<file path="config.mk">
export PLATFORM = sky130hd
export DESIGN_NAME = hex_word_uart_tx
export DESIGN_NICKNAME = d
export VERILOG_FILES = /design/src/rtl/uart_debug_pkg.sv /design/src/rtl/uart_tx_byte.sv /design/src/rtl/hex_word_uart_tx.sv
export SDC_FILE = /design/constraint.sdc
export NUM_CORES = 1
export LEC_CHECK = 0
export ABC_AREA = 0
export CORE_ASPECT_RATIO = 1.1
export CORE_MARGIN = 4
export CORE_UTILIZATION = 60
export DETAILED_ROUTE_END_ITERATION = 8
export PLACE_DENSITY = 0.91
export SYNTH_ARGS = -nofsm -noshare
export SYNTH_HDL_FRONTEND = slang
export SYNTH_SLANG_ARGS = --single-unit
</file>
<file path="constraint.sdc">
create_clock -name clk -period 3.7 [get_ports clk]
set_input_delay 1.11 -clock clk [delete_from_list [all_inputs] [get_ports clk]]
set_output_delay 1.11 -clock clk [all_outputs]
set_load 0.03 [all_outputs]
</file>
<file path="src/rtl/uart_debug_pkg.sv">
// rtl/uart_debug_pkg.sv - shared constants, state types and character helpers for the hex word UART
//
// Purpose: definitions shared by hex_word_uart_tx and uart_tx_byte.
//   CHAR_CR / CHAR_LF   line terminator bytes
//   N_LINE_CHARS        characters per printed line (8 hex digits + CR + LF)
//   nibble_to_ascii()   4-bit value -> uppercase ASCII hex digit
//   line_char()         character at a given index of the line printed for a word
//   line_state_t        word/line level FSM states
//   byte_state_t        byte framing FSM states
package uart_debug_pkg;

  localparam logic [7:0] CHAR_CR      = 8'h0D;
  localparam logic [7:0] CHAR_LF      = 8'h0A;
  localparam int         N_LINE_CHARS = 10;

  typedef enum logic {
    LINE_IDLE,
    LINE_SEND
  } line_state_t;

  typedef enum logic [1:0] {
    BYTE_IDLE,
    BYTE_START,
    BYTE_DATA,
    BYTE_STOP
  } byte_state_t;

  // 0-9 -> '0'-'9', 10-15 -> 'A'-'F' ('A' - 10 = 0x37).
  function automatic logic [7:0] nibble_to_ascii(input logic [3:0] nibble);
    if (nibble < 4'd10) begin
      return 8'h30 + {4'h0, nibble};
    end
    return 8'h37 + {4'h0, nibble};
  endfunction

  // Index 0 is the most significant nibble; bit offset is 4*(7-idx),
  // which for a 3-bit index is simply the inverted index shifted by two.
  function automatic logic [7:0] line_char(input logic [31:0] w, input logic [3:0] idx);
    if (idx < 4'd8) begin
      return nibble_to_ascii(w[{~idx[2:0], 2'b00} +: 4]);
    end
    if (idx == 4'd8) begin
      return CHAR_CR;
    end
    return CHAR_LF;
  endfunction

endpackage

</file>
<file path="src/rtl/uart_tx_byte.sv">
// rtl/uart_tx_byte.sv - 8N1 byte serializer with zero-gap back-to-back handoff
//
// Purpose: frames one byte as start(0), data[0..7] LSB first, stop(1), each bit
// held for DIV clock cycles.
// Ports:
//   clk         clock
//   reset_n     asynchronous active-low reset (tx forced high)
//   byte_valid  a byte is offered
//   byte_ready  byte can be taken: in IDLE, or in the last cycle of the stop bit
//   byte_data   byte to send, captured on valid & ready
//   tx          serial output, registered, idles high
module uart_tx_byte
  import uart_debug_pkg::*;
#(
  parameter int DIV = 434
) (
  input  logic       clk,
  input  logic       reset_n,
  input  logic       byte_valid,
  output logic       byte_ready,
  input  logic [7:0] byte_data,
  output logic       tx
);

  localparam int                CNT_W    = (DIV > 1) ? $clog2(DIV) : 1;
  localparam logic [CNT_W-1:0]  CNT_LAST = CNT_W'(DIV - 1);
  localparam logic [CNT_W-1:0]  CNT_ONE  = CNT_W'(1);

  byte_state_t      state;
  logic [CNT_W-1:0] baud_cnt;
  logic [2:0]       bit_idx;
  logic [7:0]       shift;
  logic             bit_done;

  assign bit_done = (baud_cnt == CNT_LAST);

  // Ready in the final stop cycle lets the next start bit begin on the very
  // edge the stop bit ends, so consecutive bytes have no idle gap.
  assign byte_ready = (state == BYTE_IDLE) || ((state == BYTE_STOP) && bit_done);

  always_ff @(posedge clk or negedge reset_n) begin
    if (!reset_n) begin
      state    <= BYTE_IDLE;
      baud_cnt <= '0;
      bit_idx  <= '0;
      shift    <= '0;
      tx       <= 1'b1;
    end else begin
      if (state != BYTE_IDLE) begin
        baud_cnt <= bit_done ? '0 : baud_cnt + CNT_ONE;
      end

      case (state)
        BYTE_IDLE: begin
          baud_cnt <= '0;
          if (byte_valid) begin
            shift <= byte_data;
            tx    <= 1'b0;
            state <= BYTE_START;
          end
        end

        BYTE_START: begin
          if (bit_done) begin
            tx      <= shift[0];
            shift   <= {1'b0, shift[7:1]};
            bit_idx <= '0;
            state   <= BYTE_DATA;
          end
        end

        BYTE_DATA: begin
          if (bit_done) begin
            if (bit_idx == 3'd7) begin
              tx    <= 1'b1;
              state <= BYTE_STOP;
            end else begin
              tx      <= shift[0];
              shift   <= {1'b0, shift[7:1]};
              bit_idx <= bit_idx + 3'd1;
            end
          end
        end

        BYTE_STOP: begin
          if (bit_done) begin
            bit_idx <= '0;
            if (byte_valid) begin
              shift <= byte_data;
              tx    <= 1'b0;
              state <= BYTE_START;
            end else begin
              state <= BYTE_IDLE;
            end
          end
        end

        default: begin
          state <= BYTE_IDLE;
          tx    <= 1'b1;
        end
      endcase
    end
  end

endmodule

</file>
<file path="src/rtl/hex_word_uart_tx.sv">
// rtl/hex_word_uart_tx.sv - prints 32-bit words as "XXXXXXXX\r\n" lines on a UART TX pin
//
// Purpose: accepts a word on a valid/ready handshake and sends its eight
// uppercase hex digits (MS nibble first) followed by CR LF, 8N1 framing,
// DIV = CLK_FREQUENCY / BAUD_RATE cycles per bit, 100*DIV cycles per line.
// Ports:
//   clk         clock
//   reset_n     asynchronous active-low reset; abandons any line in progress
//   word_valid  a word is offered
//   word_ready  a word can be accepted this cycle
//   word        value to print, captured on word_valid & word_ready
//   uart_tx     serial line, registered, idles high
//   busy        a line is in progress (~word_ready)
module hex_word_uart_tx
  import uart_debug_pkg::*;
#(
  parameter int CLK_FREQUENCY = 50_000_000,
  parameter int BAUD_RATE     = 115200
) (
  input  logic        clk,
  input  logic        reset_n,
  input  logic        word_valid,
  output logic        word_ready,
  input  logic [31:0] word,
  output logic        uart_tx,
  output logic        busy
);

  localparam int         DIV          = CLK_FREQUENCY / BAUD_RATE;
  localparam logic [3:0] LINE_END_IDX = 4'(N_LINE_CHARS);

  line_state_t line_state;
  logic [31:0] word_reg;
  logic [3:0]  char_idx;   // next character to hand to the serializer
  logic        all_handed;
  logic        word_fire;
  logic        byte_valid;
  logic        byte_ready;
  logic [7:0]  byte_data;

  assign all_handed = (line_state == LINE_SEND) && (char_idx == LINE_END_IDX);

  // The final cycle of the LF stop bit already counts as idle: a word offered
  // there starts its first start bit on the edge the stop bit ends.
  assign word_ready = (line_state == LINE_IDLE) || (all_handed && byte_ready);
  assign busy       = ~word_ready;
  assign word_fire  = word_valid & word_ready;

  // The first digit comes straight from the input word so its start bit is
  // launched on the accept edge itself.
  always_comb begin
    byte_valid = 1'b0;
    byte_data  = line_char(word_reg, char_idx);
    if (word_fire) begin
      byte_valid = 1'b1;
      byte_data  = nibble_to_ascii(word[31:28]);
    end else if ((line_state == LINE_SEND) && (char_idx < LINE_END_IDX)) begin
      byte_valid = 1'b1;
    end
  end

  always_ff @(posedge clk or negedge reset_n) begin
    if (!reset_n) begin
      line_state <= LINE_IDLE;
      word_reg   <= '0;
      char_idx   <= '0;
    end else if (word_fire) begin
      word_reg   <= word;
      char_idx   <= 4'd1;
      line_state <= LINE_SEND;
    end else if ((line_state == LINE_SEND) && byte_ready) begin
      if (char_idx == LINE_END_IDX) begin
        line_state <= LINE_IDLE;
        char_idx   <= '0;
      end else begin
        char_idx <= char_idx + 4'd1;
      end
    end
  end

  uart_tx_byte #(
    .DIV(DIV)
  ) u_byte (
    .clk       (clk),
    .reset_n   (reset_n),
    .byte_valid(byte_valid),
    .byte_ready(byte_ready),
    .byte_data (byte_data),
    .tx        (uart_tx)
  );

endmodule

</file>
==> PnR_summary.wiki, run 1 <==
{| class="wikitable"
! Metric !! Value
|-
| Outcome || complete, no violations
|-
| CTS Hold Buffers Added || 0
|-
| Die extent in y || 85.24 um
|-
| Path depth of the worst reg2reg path || 6
|-
| Unique cell type count in the Yosys netlist || 57
|-
| Hold Path Stages || 2
|-
| Top_reg_cell synth || dfrtp_1
|-
| Count of boundary I/O pins || 38
|-
| Maximum level of the CTS H-tree || 3
|-
| Number of global-route vias before repair || 2620
|-
| Largest stage delay on the critical path || 0.66 ns
|-
| Met2 usage in global routing || 39.41%
|-
| Number of buffers added by the clock tree synthesis step || 9
|-
| Starting density of the core || 63.38%
|-
| Total inserted antenna cells || 0
|-
| Required time at the worst-slack endpoint || 2.59 ns
|-
| Wire length per cell || 14.50 um
|-
| Setup crit end kind || primary output
|-
| Number of buffers inserted by post-CTS setup repair || 0
|-
| DIE AREA || 6667 um2
|-
| Detailed placement HPWL || 5.007 mm
|-
| Final std cells w/o fill || 463
|-
| Total via count after detailed routing || 2607
|-
| Mean area per synthesized cell || 9.379 um2
|-
| Highest-count cells in the layout ignoring fill and taps || nand2_1, dfrtp_1, clkdlybuf4s50_1, nor2_1, ha_1
|-
| Setup Crit Path Kind || reg -> out
|-
| First-pass DRT Iterations || 6
|-
| Leading cell type in the layout, fill and taps excluded || nand2_1
|-
| Number of enable-type register cells in the synthesized netlist || 0
|-
| Minimum period implied by the final worst setup slack || 3.485 ns
|-
| Cell with the biggest individual delay on the critical path || clkdlybuf4s50_1
|-
| Number of nets at the end of the flow || 435
|-
| Global-route layer with the greatest usage || met2
|-
| Total negative setup slack || 0 ns
|-
| Portion of the post-synthesis area used by sequential elements || 45.41%
|-
| Critical Path Source Type || flip-flop
|-
| Data arrival time of the critical path || 2.37 ns
|-
| Biggest fanout along the worst timing path || 6
|-
| Flip-flop count of the largest register after layout || 32
|-
| X dimension of the die || 78.22 um
|-
| RSZ-0062 raised after global routing || no
|-
| Final design instance area without fill || 3867 um2
|-
| CTS resizes || 0
|-
| Multi-input gate area in the final layout || 1654 um2
|-
| Final hold violations || 0
|-
| Hold Path Class || reg -> reg
|-
| Pleak || 1.874 nW
|-
| Total power per unit cell area || 339.6 nW/um2
|-
| Max_slew headroom || 56.78%
|-
| Fraction of met1 tracks used by global routing || 25.00%
|-
| Final cycle utilization of the critical path || 94.18%
|-
| Gr ovfl total || 0
|-
| Number of setup violations in the final report || 0
|-
| Clock slew at the register clock pins of the worst setup and hold paths || 0.06 ns
|-
| Layout-stage area growth over the synthesis result || 18.84%
|-
| Share of synthesized flip-flops with an asynchronous set or reset || 100.0%
|-
| Number of nets with antenna violations after detailed routing || 0
|-
| Max Cap Viol || 0
|-
| Met3 global-route usage || 5.308%
|-
| Net count after synthesis || 395
|-
| Sequential cell area || 1478 um2
|-
| Cells after synthesis || 347
|-
| Ratio of cells with drive above 1 in the final layout || 10.74%
|-
| Maximum clock path buffer count || 2
|-
| Post-DP Area || 3689 um2
|-
| Max-slew violation count || 0
|-
| Post-route DRC violation count || 0
|-
| Post-placement cell count || 448
|-
| CTS tree || built
|-
| Routability congestion estimate from global placement || 0.8429
|-
| Gr usage total || 22.32%
|-
| Fillcell total || 375
|-
| Wire length of the first global-routing pass || 11.61 mm
|-
| Synth Register Bits || 59
|-
| CORE AREA || 5135 um2
|-
| Post-synth design cell area || 3254 um2
|-
| Sinks on the clock net || 59
|-
| Site Rows || 27
|-
| Peak ir drop on the vdd network || 0.3121 mV
|-
| Cell-by-cell trace of the critical path || inv_1, ha_1, a31oi_2, o21ai_1, inv_1, clkdlybuf4s50_1
|-
| Number of antenna violations at the first check in global routing || 0
|-
| Critical Path Most Common Cell || inv_1
|-
| Worst Tran Pin Value || 0.6440 ns
|-
| Count of synthesis-stage warnings from yosys || 0
|-
| Fmax || 287.0 MHz
|-
| PortBufs || 37
|-
| Total routed wirelength || 6.714 mm
|-
| Initial drt markers || 130
|-
| Root buffer cell || clkbuf_8
|-
| Worst-Skew Late Latency || 0.33 ns
|-
| Largest net degree at the start of global routing || 32
|-
| Final setup skew || 0.007552 ns
|-
| Average via count per standard cell || 5.631
|}
[metrics by stage]
step | worst slack, ns | hold WS, ns | util (%) | power, mW
after CTS | 0.1462 | 0.4615 | 75.32 | 1.325
after detailed placement | 0.5293 | 0.4483 | 71.83 | 0.7958
final | 0.2154 | 0.4561 | 75.32 | 1.313
after global placement | 0.6033 | 0.4424 | 71.83 | 0.7910
after global routing | 0.04066 | 0.4823 | 75.32 | 1.367
after floorplan | 0.4894 | 0.4303 | - | 0.7328
[final cells by class]
class                   count  area share [%]
multi-input cells         260           42.77
flip-flops and latches     59           38.21
repair buffers             44           10.81
clock buffers              13           4.368
well taps                  72           2.329
inverters                  13           1.262
clock inverters             2          0.2588
[path summary, 6_finish.rpt]
kind | from | endpoint | slack, ns
max | u_byte.state[0]$_DFFE_PN0P_ | busy | 0.22
min | word_reg[18]$_DFFE_PN0N_ | word_reg[18]$_DFFE_PN0N_ | 0.46
max reg2reg | char_idx[0]$_DFFE_PN0P_ | u_byte.shift[0]$_DFFE_PN0P_ | 1.30
min reg2reg | word_reg[18]$_DFFE_PN0N_ | word_reg[18]$_DFFE_PN0N_ | 0.46
max in group asynchronous | reset_n | word_reg[23]$_DFFE_PN0N_ | 2.45
min in group asynchronous | reset_n | u_byte.baud_cnt[4]$_DFF_PN0_ | 0.61
[layer usage]
| layer | wire (um) | share of wire [%] |
|---|---|---|
| met1 | 2768 | 41 |
| met3 | 314 | 4.7 |
| met2 | 3497 | 52 |
| met5 | 0 | 0 |
| met4 | 134 | 2.0 |
[cell families after synthesis]
| logic type | synth area share [%] |
|---|---|
| AO/OA/AOI/OAI | 14.23 |
| XOR/XNOR | 2.422 |
| adder cells (fa/ha/maj) | 4.998 |
| buffers and inverters | 3.883 |
| flip-flops | 45.41 |
| multiplexers | 8.650 |
| AND/OR/NAND/NOR | 20.42 |
[power by group]
| group | internal [mW] | leakage [nW] | switching, mW |
|---|---|---|---|
| combinational | 0.0607 | 1.04 | 0.0478 |
| sequential | 0.664 | 0.743 | 0.0118 |
| clock | 0.292 | 0.0953 | 0.237 |
[critical path, delay by kind of cell (launching register included)]
family / cells / cell delay, ns
buf+inv: 3 / 0.87
compound gates: 2 / 0.46
flops: 1 / 0.45
fa+ha+maj: 1 / 0.27
[cell usage after synthesis (3+ instances only)]
cell	n	share of area, %
a21oi_1	12	1.8
buf_2	5	0.77
clkbuf_1	6	0.69
dfrtp_1	58	45
ha_1	13	5.0
inv_1	12	1.4
mux4_2	6	4.2
nand2_1	114	13
nand2b_1	4	0.77
nand3_1	7	1.1
nor2_1	21	2.4
nor2b_1	3	0.58
o21ai_0	13	2.0
o21ai_1	5	0.77
o31ai_1	5	1.2
xnor2_1	7	1.9
No activity file was read; power rests on OpenSTA's default activity.
==> run 2, diff against run 1 <==
--- a/config.mk
+++ b/config.mk
@@ -10,6 +10,7 @@
 export CORE_MARGIN = 4
 export CORE_UTILIZATION = 60
 export DETAILED_ROUTE_END_ITERATION = 8
+export MAX_ROUTING_LAYER = met4
 export PLACE_DENSITY = 0.91
 export SYNTH_ARGS = -nofsm -noshare
 export SYNTH_HDL_FRONTEND = slang
==> run 2 against run 1 <==
  * Worst setup slack got worse by 0.010 ns
  * Register-to-register slack barely moved
  * Highest routed layer unchanged
  * Final cell count did not move
  * Design area did not move
  * Fmax fell by 0.30%
  * Clock power barely moved
  * Die area did not move
  * Sequential share of layout area did not move
  * Global-route usage rose by 0.56 points
  * Clock skew fell by 0.0011 ns
==> PnR_summary.wiki, run 2 (synthesis results as in run 1) <==
{| class="wikitable"
! Metric !! Value
|-
| Outcome || complete, no violations
|-
| Total inserted antenna cells || 0
|-
| Flip-flop count of the largest register after layout || 32
|-
| Number of global-route vias before repair || 2625
|-
| Setup Crit Path Kind || reg -> out
|-
| Wire length of the first global-routing pass || 11.58 mm
|-
| Path depth of the worst reg2reg path || 6
|-
| Max-slew violation count || 0
|-
| Total routed wirelength || 6.740 mm
|-
| Reg-to-reg critical path startpoint || char_idx[0]$_DFFE_PN0P_
|-
| DIE AREA || 6667 um2
|-
| Switching share of power || 22.74%
|-
| Starting density of the core || 63.38%
|-
| CTS tree || built
|-
| Pleak || 1.874 nW
|-
| Die extent in y || 85.24 um
|-
| Average via count per standard cell || 5.700
|-
| Gr usage total || 22.88%
|-
| First-pass DRT Iterations || 4
|-
| Total power per unit cell area || 340.1 nW/um2
|-
| Critical Path Source Type || flip-flop
|-
| Maximum level of the CTS H-tree || 3
|-
| Hold Path Class || reg -> reg
|-
| Count of boundary I/O pins || 38
|-
| Clock slew at the register clock pins of the worst setup and hold paths || 0.06 ns
|-
| Reg2reg setup slack || 1.30 ns
|-
| Post-route DRC violation count || 0
|-
| Layout-stage area growth over the synthesis result || 18.84%
|-
| Worst-Skew Late Latency || 0.34 ns
|-
| PortBufs || 37
|-
| Fmax || 286.1 MHz
|-
| Worst Hold Launch || word_reg[18]$_DFFE_PN0N_
|-
| Biggest fanout along the worst timing path || 6
|-
| Maximum clock path buffer count || 2
|-
| Sequential group share of total power || 51.4%
|-
| Highest-count cells in the layout ignoring fill and taps || nand2_1, dfrtp_1, clkdlybuf4s50_1, nor2_1, ha_1
|-
| Root buffer cell || clkbuf_8
|-
| Final hold violations || 0
|-
| Site Rows || 27
|-
| Leading cell type in the layout, fill and taps excluded || nand2_1
|-
| Number of nets at the end of the flow || 435
|-
| Ratio of cells with drive above 1 in the final layout || 10.74%
|-
| Data arrival time of the critical path || 2.38 ns
|-
| Hold Path Sink || word_reg[18]$_DFFE_PN0N_
|-
| Number of antenna violations at the first check in global routing || 0
|-
| Final setup skew || 0.006443 ns
|-
| Routability congestion estimate from global placement || 0.8560
|-
| Internal portion of total power || 1.016 mW
|-
| Final design instance area without fill || 3867 um2
|-
| Max Cap Viol || 0
|-
| Number of nets with antenna violations after detailed routing || 0
|-
| Worst Tran Pin Value || 0.6398 ns
|-
| Max_slew headroom || 57.06%
|-
| Post-DP Area || 3689 um2
|-
| Net Sw Power || 0.2991 mW
|-
| Total negative setup slack || 0 ns
|-
| Minimum period implied by the final worst setup slack || 3.495 ns
|-
| Initial drt markers || 143
|-
| Gr ovfl total || 0
|-
| Number of setup violations in the final report || 0
|-
| Proportion of power drawn by combinational gates || 8.2%
|-
| Final cycle utilization of the critical path || 94.46%
|-
| Hold Path Stages || 2
|-
| Sinks on the clock net || 59
|-
| Detailed placement HPWL || 5.007 mm
|-
| CTS Hold Buffers Added || 0
|-
| Setup crit end kind || primary output
|-
| Peak ir drop on the vdd network || 0.3117 mV
|-
| Total via count after detailed routing || 2639
|-
| Required time at the worst-slack endpoint || 2.59 ns
|-
| CORE AREA || 5135 um2
|-
| Largest net degree at the start of global routing || 32
|-
| Reg-to-reg endpoint || u_byte.shift[0]$_DFFE_PN0P_
|-
| X dimension of the die || 78.22 um
|-
| Clk pwr share || 40.4%
|-
| Number of buffers added by the clock tree synthesis step || 9
|-
| RSZ-0062 raised after global routing || no
|-
| Wire length per cell || 14.56 um
|}
run 2: worst max-delay path, stage by stage (launching register included):
cell,delay [ns]
dfrtp_1,0.45
inv_1,0.14
ha_1,0.27
a31oi_2,0.30
o21ai_1,0.15
inv_1,0.07
clkdlybuf4s50_1,0.66
run 2: power by group through the flow:
stage / sequential [mW] / clock [mW] / combinational (mW)
4_1_cts: 0.676 / 0.541 / 0.109
3_5_place_dp: 0.687 / 0 / 0.109
2_1_floorplan: 0.682 / 0 / 0.0510
3_3_place_gp: 0.686 / 0 / 0.105
5_1_grt: 0.678 / 0.567 / 0.120
6_report: 0.676 / 0.531 / 0.108
run 2: worst max path at each step:
stage / slack [ns] / cells after the start / start / to
2_1_floorplan: 0.49 / 4 / u_byte.baud_cnt[3]$_DFF_PN0_ / busy
3_3_place_gp: 0.60 / 4 / u_byte.baud_cnt[3]$_DFF_PN0_ / word_ready
3_5_place_dp: 0.53 / 6 / u_byte.state[0]$_DFFE_PN0P_ / busy
4_1_cts: 0.15 / 6 / u_byte.baud_cnt[1]$_DFF_PN0_ / word_ready
5_1_grt: 0.04 / 6 / u_byte.baud_cnt[0]$_DFF_PN0_ / busy
6_report: 0.21 / 6 / u_byte.state[0]$_DFFE_PN0P_ / busy
run 2: layout make-up:
type | count | area [um2]
Sequential cell | 59 | 1478
Clock inverter | 2 | 10.01
Timing Repair Buffer | 44 | 417.9
Multi-Input combinational cell | 260 | 1654
Fill cell | 375 | 1267
Inverter | 13 | 48.80
Clock buffer | 13 | 168.9
Tap cell | 72 | 90.09
run 2: layer usage:
metal	wire length [um]	vias up	track usage [%]	part of all wire [%]
met3	320	14	4.246	4.7
met1	2744	1282	25.00	41
met4	129	0	12.40	1.9
met5	0	-	-	0
li1	-	1268	-	-
met2	3545	75	39.33	53
run 2: repair_timing:
action	4_1_cts	5_1_grt
gates resized for setup	0	1
buffers inserted	0	0
setup endpoints to repair	0	2
run 2: per-stage QoR:
step	util, %	cells	worst slack, ns	total power, mW	hold slack, ns
after floorplan	-	347	0.4894	0.7328	0.4303
after global placement	71.83	448	0.6033	0.7910	0.4424
after detailed placement	71.83	448	0.5293	0.7958	0.4483
after CTS	75.32	463	0.1462	1.325	0.4615
after global routing	75.32	463	0.04481	1.365	0.4823
final	75.32	463	0.2050	1.315	0.4590
==> RTL edit (config.mk and constraints of run 1) <==
Re-encode `byte_state_t` (4 states) as one-hot, 4 bits wide.
--- a/src/rtl/uart_debug_pkg.sv
+++ b/src/rtl/uart_debug_pkg.sv
@@ -19,9 +19,9 @@
   } line_state_t;
 
-  typedef enum logic [1:0] {
-    BYTE_IDLE,
-    BYTE_START,
-    BYTE_DATA,
-    BYTE_STOP
+  typedef enum logic [3:0] {
+    BYTE_IDLE  = 4'b0001,
+    BYTE_START = 4'b0010,
+    BYTE_DATA  = 4'b0100,
+    BYTE_STOP  = 4'b1000
   } byte_state_t;
 
Function: same outputs for any inputs over 10 cycles, from zero or initial values and one cycle with reset_n low; not proved beyond that.
==> RTL edit against run 1 <==
Worst setup slack got worse by 0.021 ns. Routed wire length rose by 7.1%. Critical path type unchanged. Area after synthesis rose by 2.9%. Highest routed layer unchanged. Power fell by 3.4%. Clock skew rose by 0.0021 ns. Critical path depth fell by 1. Cell area rose by 2.0%. Largest power group unchanged. Sequential cell count rose by 2. Count of clock-buffer cells in the layout fell by 2.
==> RTL edit: results (changes against run 1) <==
Critical Path AT -> 2.40 ns (+0.03 ns)
Post-synth top cells -> nand2_1, dfrtp_1, nor2_1
Met2 global-route usage -> 38.90% (-0.51 points)
# nets final -> 449 (+3.2%)
Via count -> 2773 (+6.4%)
First drt pass iteration count -> 5 (-1)
Pleak -> 1.831 nW (-2.3%)
Hold_ws -> 0.4646 ns (+0.008522 ns)
CP max FO -> 5 (-1)
Crit Reg-Reg Endpoint -> u_byte.shift[1]$_DFFE_PN0P_
Sequential share of the synthesized area -> 45.67% (+0.26 points)
Share of cells above drive strength 1 -> 11.74% (+0.99 points)
Clk slew on worst S/H paths -> 0.06 ns (about the same)
Hold endpoint -> word_reg[3]$_DFFE_PN0N_
Post-DP HPWL -> 5173 µm (+3.3%)
Synth unique cells -> 56 (-1.8%)
Global-route wire length before repair -> 12520 µm (+7.8%)
Final Skew -> 0.009611 ns (+0.002059 ns)
Slew of the pin with the lowest slew margin -> 0.7771 ns (+0.1331 ns)
Yosys warns -> 0 (unchanged)
Gpl congestion -> 0.8885 (+5.4%)
CTS Buf Count -> 9 (unchanged)
WL/cell -> 14.86 µm (+2.5%)
Reg2Reg Depth -> 7 (+1)
Placed cell count -> 469 (+4.7%)
Psw -> 0.2961 mW (-0.31%)
Max Fclk -> 0.2853 GHz (-0.59%)
Met1 GRT Util -> 28.21% (+3.2 points)
Synth Net Count -> 411 (+4.1%)
Initial drt markers -> 171 (+32%)
GR Overflow Total -> 0 (unchanged)
Pre-CTS setup slack -> 0.2859 ns (-0.2435 ns)
Clk Latency, worst-skew pair -> 0.34 ns
Average cell area after synthesis -> 9.098 µm² (-3.0%)
Total placed instance area -> 3780 µm² (+2.5%)
Worst Hold Launch -> word_reg[3]$_DFFE_PN0N_
M3 GR Usage -> 5.821% (+0.51 points)
CP startpoint -> u_byte.baud_cnt[3]$_DFF_PN0_
All-Layer GR Usage -> 23.68% (+1.4 points)
CP delay by family, top -> simple AND/OR/NAND/NOR gates
Top post-synthesis cells by area -> dfrtp_1, nand2_1, mux4_2
Largest net degree at the start of global routing -> 41 (+28%)
Worst VDD drop -> 0.0002400 V (-23%)
CP Capture Point -> word_ready
Fill cells -> 398 (+6.1%)
R2r setup slk -> 1.24 ns (-0.06 ns)
Status -> finished clean
Non-Filler Instances -> 484 (+4.5%)
-- RTL edit: cell count changes after synthesis, sizes merged, moves of 3 or more --
cell,change
nor3,+8
a21oi,+7
clkbuf,+5
ha,-5
inv,-5
mux2i,+5
o21ai,+5
o31ai,-4
and3,+3
or3,+3
or4b,+3
-- RTL edit: cells by family (layout without fill, tap and decap cells) --
group,after synthesis,in the layout,share of synthesized area [%]
compound gates,66,66,12.74
fa+ha+maj,8,8,2.990
xor+xnor,10,10,2.616
mux,18,18,8.632
flops,61,61,45.67
buf+inv,28,69,3.737
simple gates,177,177,23.62
-- RTL edit: worst min-delay path: stages, from the launching register on --
cell     delay [ns]
dfrtp_1        0.34
nand2_1        0.05
nand2_1        0.05
-- RTL edit: repair_timing --
action,in CTS,in global routing
hold endpoints to repair,0,0
gates resized for setup,0,2
pin swaps,1,0
endpoints found under the setup margin,2,2
setup buffers,1,0
-- RTL edit: cell type report --
cell class,count,area (µm²),area share [%]
inverters,8,30.03,0.7612
multi-input cells,279,1705,43.23
well taps,75,93.84,2.379
clock buffers,11,131.4,3.330
flip-flops and latches,61,1529,38.76
clock inverters,3,15.01,0.3806
repair buffers,47,440.4,11.16
-- RTL edit: power by group through the flow --
| stage | clock, mW | combinational (mW) | sequential, mW |
|---|---|---|---|
| floorplan | 0 | 0.0391 | 0.707 |
| global placement | 0 | 0.0935 | 0.708 |
| detailed placement | 0 | 0.0973 | 0.711 |
| CTS | 0.486 | 0.0976 | 0.699 |
| global route | 0.514 | 0.109 | 0.701 |
| finish | 0.474 | 0.0968 | 0.699 |
-- RTL edit: routing by layer --
metal  share of wire [%]  vias up  wire length (µm)
met5                   0        -                 0
met4                 2.3        0               165
met3                 5.1       17               366
met2                  51       94              3634
met1                  42     1324              3026
li1                    -     1338                 -
